`config.mk`:
```
export PLATFORM = sky130hd
export DESIGN_NAME = fma_add_norm
export DESIGN_NICKNAME = d
export VERILOG_FILES = /design/src/rtl/fma16_pkg.sv /design/src/rtl/fma_lzc.sv /design/src/rtl/fma_add_norm.sv
export SDC_FILE = /design/constraint.sdc
export NUM_CORES = 1
export LEC_CHECK = 0
export CAP_MARGIN = 40
export CORE_UTILIZATION = 40
export CTS_CLUSTER_DIAMETER = 80
export DETAILED_ROUTE_END_ITERATION = 16
export PLACE_DENSITY_LB_ADDON = 0.12
export SKIP_CTS_REPAIR_TIMING = 1
export SYNTH_ARGS = -nofsm -noshare
export SYNTH_HDL_FRONTEND = slang
export SYNTH_HIERARCHICAL = 1
export SYNTH_SLANG_ARGS = --single-unit
```
`constraint.sdc`:
```
create_clock -name clk -period 2.2 [get_ports clk]
set_clock_uncertainty 0.2 [all_clocks]
set_input_delay 0.22 -clock clk [delete_from_list [all_inputs] [get_ports clk]]
set_output_delay 0.22 -clock clk [all_outputs]
set_load 0.005 [all_outputs]
```
`src/rtl/fma16_pkg.sv`:
```
// Shared constants and the add-stage hand-off record for the fp16 FMA
// add/normalize stage.
package fma16_pkg;

  localparam int NF   = 10;           // fraction bits
  localparam int PW   = 2*NF + 2;     // product significand width
  localparam int AW   = 3*NF + 4;     // aligned addend / sum magnitude width
  localparam int SW   = AW + 1;       // sum width including the sign bit
  localparam int EW   = 7;            // signed internal exponent width
  localparam int BIAS = 15;           // fp16 exponent bias
  localparam int LZW  = $clog2(AW + 1); // leading-zero count width

  // Result of the add/sign/abs step, consumed by normalization.
  // sign is the pre-negation sign (or the exact-zero sign); the final sign
  // is sign ^ neg. base_exp already holds the exponent before the LZC
  // correction.
  typedef struct packed {
    logic          sign;
    logic          neg;
    logic [AW-1:0] mag;
    logic          sticky;
    logic          zero;
    logic [EW-1:0] base_exp;
  } fma_sum_t;

endpackage

```
`src/rtl/fma_lzc.sv`:
```
// Parameterized leading-zero counter. An all-zero input returns AW.
module fma_lzc #(
  parameter int AW = 34,
  parameter int CW = $clog2(AW + 1)
) (
  input  logic [AW-1:0] i_vec,
  output logic [CW-1:0] o_cnt
);

  // Scan upward so the highest set bit has the final say.
  always_comb begin
    o_cnt = CW'(AW);
    for (int i = 0; i < AW; i++) begin
      if (i_vec[i]) o_cnt = CW'(AW - 1 - i);
    end
  end

endmodule

```
`src/rtl/fma_add_norm.sv`:
```
// FMA add/normalize stage: adds the product significand to the aligned
// addend, resolves sign, normalizes and passes sticky on to the rounder.
// Configuration macro FMA_ADD_NORM_PIPE2_EN:
//   defined   -> two register stages (add | normalize), latency 2
//   undefined -> one register stage after normalize, latency 1
module fma_add_norm
  import fma16_pkg::*;
(
  input  logic          clk,
  input  logic          reset,
  input  logic          in_valid,
  output logic          in_ready,
  input  logic          Xs,
  input  logic          Ys,
  input  logic          Zs,
  input  logic [4:0]    Xe,
  input  logic [4:0]    Ye,
  input  logic [4:0]    Ze,
  input  logic [PW-1:0] Pm,
  input  logic [AW-1:0] Am,
  input  logic          ASticky,
  input  logic          KillProd,
  output logic          out_valid,
  input  logic          out_ready,
  output logic [AW-1:0] Mm,
  output logic [EW-1:0] Me,
  output logic          Ms,
  output logic          MSticky,
  output logic          MZero
);

  logic [EW-1:0]  w_pe;
  logic           w_inv_a;
  logic           w_cin;
  logic [SW-1:0]  w_p_ext;
  logic [SW-1:0]  w_a_ext;
  logic [SW-1:0]  w_sum;
  logic           w_neg;
  logic [AW-1:0]  w_mag;
  logic           w_zero;
  fma_sum_t       w_s1;
  fma_sum_t       w_s2_in;
  logic [LZW-1:0] w_lzc;
  logic [AW-1:0]  w_mm;
  logic [EW-1:0]  w_me;
  logic           w_up_v;
  logic           w_out_en;
  logic           w_load;

  logic           r_out_v;
  logic [AW-1:0]  r_mm;
  logic [EW-1:0]  r_me;
  logic           r_ms;
  logic           r_msticky;
  logic           r_mzero;

  // Product exponent and the two operands placed on the common sum grid.
  assign w_pe    = EW'(Xe) + EW'(Ye) - EW'(BIAS);
  assign w_inv_a = Xs ^ Ys ^ Zs;
  // With sticky set the addend carries a hidden fraction, so the +1 of the
  // two's complement is dropped (one's complement is the truncated result).
  assign w_cin   = w_inv_a & ~ASticky;
  assign w_p_ext = {1'b0, {NF{1'b0}}, Pm, 2'b00};
  assign w_a_ext = {1'b0, Am};
  assign w_sum   = KillProd ? w_a_ext
                            : (w_p_ext + (w_inv_a ? ~w_a_ext : w_a_ext) + SW'(w_cin));
  assign w_neg   = w_sum[AW];
  assign w_mag   = w_neg ? (~w_sum[AW-1:0] + AW'(1)) : w_sum[AW-1:0];
  assign w_zero  = (w_mag == '0) & ~ASticky;

  // Pack the add/sign/abs result; an exact zero takes the round-to-nearest
  // sign (+0 unless both terms are negative).
  always_comb begin
    w_s1          = '0;
    w_s1.sign     = w_zero ? ((Xs ^ Ys) & Zs) : (KillProd ? Zs : (Xs ^ Ys));
    w_s1.neg      = w_neg;
    w_s1.mag      = w_mag;
    w_s1.sticky   = ASticky;
    w_s1.zero     = w_zero;
    w_s1.base_exp = KillProd ? (EW'(Ze) + EW'(12)) : (w_pe + EW'(11));
  end

  fma_lzc #(.AW(AW), .CW(LZW)) u_lzc (
    .i_vec (w_s2_in.mag),
    .o_cnt (w_lzc)
  );

  assign w_mm     = w_s2_in.mag << w_lzc;
  assign w_me     = w_s2_in.zero ? '0 : (w_s2_in.base_exp - EW'(w_lzc));
  assign w_out_en = ~r_out_v | out_ready;
  assign w_load   = w_up_v & w_out_en;

`ifdef FMA_ADD_NORM_PIPE2_EN
  fma_sum_t r_s1;
  logic     r_s1_v;

  assign w_up_v   = r_s1_v;
  assign w_s2_in  = r_s1;
  assign in_ready = ~r_s1_v | w_out_en;

  // Add stage register: fills on accept, empties when it moves downstream.
  always_ff @(posedge clk or posedge reset) begin
    if (reset) begin
      r_s1_v <= 1'b0;
      r_s1   <= '0;
    end else if (in_valid && in_ready) begin
      r_s1_v <= 1'b1;
      r_s1   <= w_s1;
    end else if (w_out_en) begin
      r_s1_v <= 1'b0;
    end
  end
`else
  assign w_up_v   = in_valid;
  assign w_s2_in  = w_s1;
  assign in_ready = w_out_en;
`endif

  // Output register: loads a normalized result whenever it is free or draining.
  always_ff @(posedge clk or posedge reset) begin
    if (reset) begin
      r_out_v   <= 1'b0;
      r_mm      <= '0;
      r_me      <= '0;
      r_ms      <= 1'b0;
      r_msticky <= 1'b0;
      r_mzero   <= 1'b0;
    end else begin
      if (w_out_en) r_out_v <= w_up_v;
      if (w_load) begin
        r_mm      <= w_mm;
        r_me      <= w_me;
        r_ms      <= w_s2_in.sign ^ w_s2_in.neg;
        r_msticky <= w_s2_in.sticky;
        r_mzero   <= w_s2_in.zero;
      end
    end
  end

  assign out_valid = r_out_v;
  assign Mm        = r_mm;
  assign Me        = r_me;
  assign Ms        = r_ms;
  assign MSticky   = r_msticky;
  assign MZero     = r_mzero;

endmodule
```
==> impl_summary.md <==
Run status
The run finished, with violations left. The final reports fail on negative setup slack.

Logic synthesis
The gate count after technology mapping is 1269. The number of enable-type register cells in the synthesized netlist is 0. Ranked by total cell area, the synthesized netlist is headed by sky130_fd_sc_hd__dfrtp_1, sky130_fd_sc_hd__mux2i_1, sky130_fd_sc_hd__ha_1, sky130_fd_sc_hd__nand2_1, sky130_fd_sc_hd__a21oi_1. The largest family of logic cells by synthesized area is compound AO/OA/AOI/OAI gates. The count of yosys warnings during synthesis is 6. After synthesis, the mean cell area works out to 7.25 µm². In the post-synthesis netlist, the cell with the most instances is sky130_fd_sc_hd__nand2_1. The post-synthesis mux area share is 0.104. By count the netlist is led by sky130_fd_sc_hd__nand2_1, sky130_fd_sc_hd__nor2_1, sky130_fd_sc_hd__a21oi_1, sky130_fd_sc_hd__o21ai_0, sky130_fd_sc_hd__mux2i_1.

After synthesis, the share of flip-flops with an asynchronous set or reset is 1.00. The most used flip-flop cell after synthesis is sky130_fd_sc_hd__dfrtp_1. The synthesized-area fraction occupied by adder cells is 0.0656. Counting distinct cell types in the post-synthesis netlist gives 107. Of the total synthesized cell area, the portion taken by XOR and XNOR cells is 0.0761. After synthesis the netlist holds a flip-flop and latch count of 45. The netlist area before placement is 0.00920 mm².

The portion of the post-synthesis area used by sequential elements is 0.122. The library cell with the largest summed area after synthesis is sky130_fd_sc_hd__dfrtp_1. The area fraction of the dominant cell type after synthesis is 0.122. The simple-gate area share of the yosys netlist is 0.264. The number of nets handed over by synthesis was 1396.

The post-synthesis compound-gate area fraction is 0.307.

Worst setup path
The start point of the critical path is Xs. The required time of the worst setup path is 2.24 ns. The arrival time at the worst endpoint is 6.78 ns.

The slack of the worst reg-to-reg path is 0.22 ns. The worst register-to-register path begins at out_valid. The cell with the largest stage delay on the worst path is sky130_fd_sc_hd__or4_4. The critical path's largest stage delay is 0.56 ns.

The nature of the critical path endpoint is a register. The path type of the worst setup path is primary input to register. In this run the worst path has a maximum fanout of 6.

STA classifies the critical path startpoint as a primary input.

Routing
Dividing the detail-routed via count by the number of cells gives 5.80. For this block, the initial DRC count from the detailed router was 884. The met2 wire length is 20300 µm. The routed wire length is 40000 µm.

The routed layout has 12.4k vias. The number of detailed-route iterations in the first pass is 5. The routed length on met1 is 16600 µm. The average detailed-routed wire length per instance is 18.8 µm. In the routed design, unresolved DRC markers number 0. The count of nets left with antenna violations once routing finished came out at 0. Summed over all nets, wire length on met3 after detailed routing comes to 1540 µm. The uppermost layer routed is met4.

Clocking
TritonCTS built the clock tree. The number of H-tree branching levels is 2. After clock tree synthesis, the clock-pin slew on the worst setup and hold paths is 0.07 ns. The number of sinks handled by clock tree synthesis is 45. The clock root buffer is sky130_fd_sc_hd__clkbuf_16. The later pin in the worst-skew pair is clocked with a latency of 0.30 ns. The TritonCTS buffer count is 5. The maximum clock insertion buffer count is 2.

STA
The minimum hold slack is 0.178 ns. The maximum clock rate is 148 MHz. The final cycle utilization of the critical path is 3.06. The number of failing hold endpoints at the final stage came to 0. Subtracting the final worst setup slack from the clock period gives 6.74 ns.

For the pin with the worst max-slew slack, the measured transition is 0.614 ns. Measured against its own limit, the worst slew margin works out to 0.591. Summed over all failing endpoints, the final setup total negative slack is -182.50 ns. Setup repair after global routing could not meet its margin everywhere. Once routing completed, OpenROAD measured the worst setup slack at -4.54 ns.

Setup violations remaining at the end of the flow were counted as 43. The final max-slew violation count is 0.

Placed design
Including well taps, the total number of placed cells is 2055. The wire-length estimate of the detail-placed layout is 30300 µm. The number of buffers inserted by port buffering is 125.

The congestion estimate from routability-driven global placement came to 0.982.

Power and ir drop
The leakage power is 7.24 nW. The power density over cell area is 1090 mW/mm². VDD sags by at most 575 µV.

Final layout
The post-route non-filler standard cell count is 2132. The final layout net count is 1973. 0 antenna diodes ended up in the layout. Of the cells placed in the final design, the portion with a size suffix greater than 1 is 0.450. The layout overhead on the synthesized area is 79.3%.

At the end of the flow the core is filled with cells to 0.731.

Floorplan
The initial standard-cell utilization of the core is 0.407. The number of placement rows is 55. The core footprint is 0.0226 mm². The floorplan step set the die height to 154 µm. 126 I/O pins were placed. The die covers 0.0236 mm². From left edge to right edge, the die measures 154 µm.

Global routing
The number of antenna violations at the first check in global routing is 0. The wire length of the first global-routing pass is 56700 µm. The largest net degree at the start of global routing is 46. Global routing finished with a remaining overflow of 0. The aggregate global-route resource usage is 0.295. The number of global-route vias before repair was 11.1k.

Run
The number of maximum-capacitance constraint violations is 0.

Worst hold path
In this run the worst hold path is classified as primary input to async pin.
==> metrics by stage <==
stage	setup WS, ns	instance area [µm²]	power (W)
after floorplan	-4.98	9490	0.00767
after global placement	-5.67	14100	0.0136
after detailed placement	-5.79	14100	0.0137
after CTS	-5.48	14300	0.0145
after global routing	-4.73	16500	0.0190
final	-4.54	16500	0.0180
==> cell type report <==
cell class | count | area, µm²
fillers | 1730 | 6080
multi-input cells | 1088 | 9060
clock inverters | 3 | 25.0
clock buffers | 5 | 125
well taps | 285 | 357
flip-flops and latches | 45 | 1130
repair buffers | 649 | 5570
inverters | 57 | 228
==> final timing paths <==
| check | end | depth (start not counted) |
|---|---|---|
| max in group asynchronous | Mm[29] | 3 |
| min in group clk | MSticky | 2 |
| worst min-delay path | out_valid | 3 |
| worst max-delay path | Mm[25] | 33 |
| worst max register to register | Mm[26] | 6 |
| worst min register to register | MSticky | 2 |
==> logic make-up (layout without fill, tap and decap cells) <==
kind of cell,count (synthesis),in the layout
buffers and inverters,137,714
DFF,45,45
and+or+nand+nor,462,463
adders and majority gates,47,47
AOI/OAI and AO/OA,413,413
xor gates and xnor gates,79,79
muxes,86,86
==> worst max-delay path: cells and delay by family <==
| kind | cells | cell delay [ns] |
|---|---|---|
| xor gates and xnor gates | 3 | 0.39 |
| adders and majority gates | 2 | 0.82 |
| muxes | 2 | 1.08 |
| buffers and inverters | 9 | 1.31 |
| and+or+nand+nor | 7 | 1.59 |
| AOI/OAI and AO/OA | 10 | 1.34 |
==> power breakdown <==
group | internal, W | switching, W
clock network | 0.000427 | 0.000357
registers | 0.00119 | 0.000226
logic | 0.00817 | 0.00760
total | 0.00979 | 0.00818
==> sequential cells by signal, indices dropped and copies added (netlist names) <==
name	cells
Mm	34
Me	7
MZero	1
MSticky	1
out_valid	1
Ms	1
==> cell usage in the layout, fill, tap and decap left out, drive strengths merged, types with 17 or more instances in the layout <==
| cell | n |
|---|---|
| nand2 | 129 |
| mux2 | 18 |
| nor2 | 106 |
| xor2 | 40 |
| buf | 523 |
| or3 | 20 |
| dfrtp | 45 |
| ha | 45 |
| a211oi | 17 |
| nand4 | 18 |
| nand3 | 25 |
| clkdlybuf4s50 | 121 |
| a21oi | 92 |
| nand2b | 22 |
| o211ai | 22 |
| o31ai | 20 |
| a31oi | 20 |
| inv | 55 |
| nor3 | 30 |
| mux2i | 63 |
| o21ai | 93 |
| xnor2 | 39 |
| and2 | 20 |
==> routing by layer <==
metal,up-vias,GRT usage
met2,445,0.535
met3,101,0.0149
met4,0,0.105
met1,5896,0.368
li1,5918,-
met5,-,0
No activity file was read; power rests on OpenSTA's default activity.
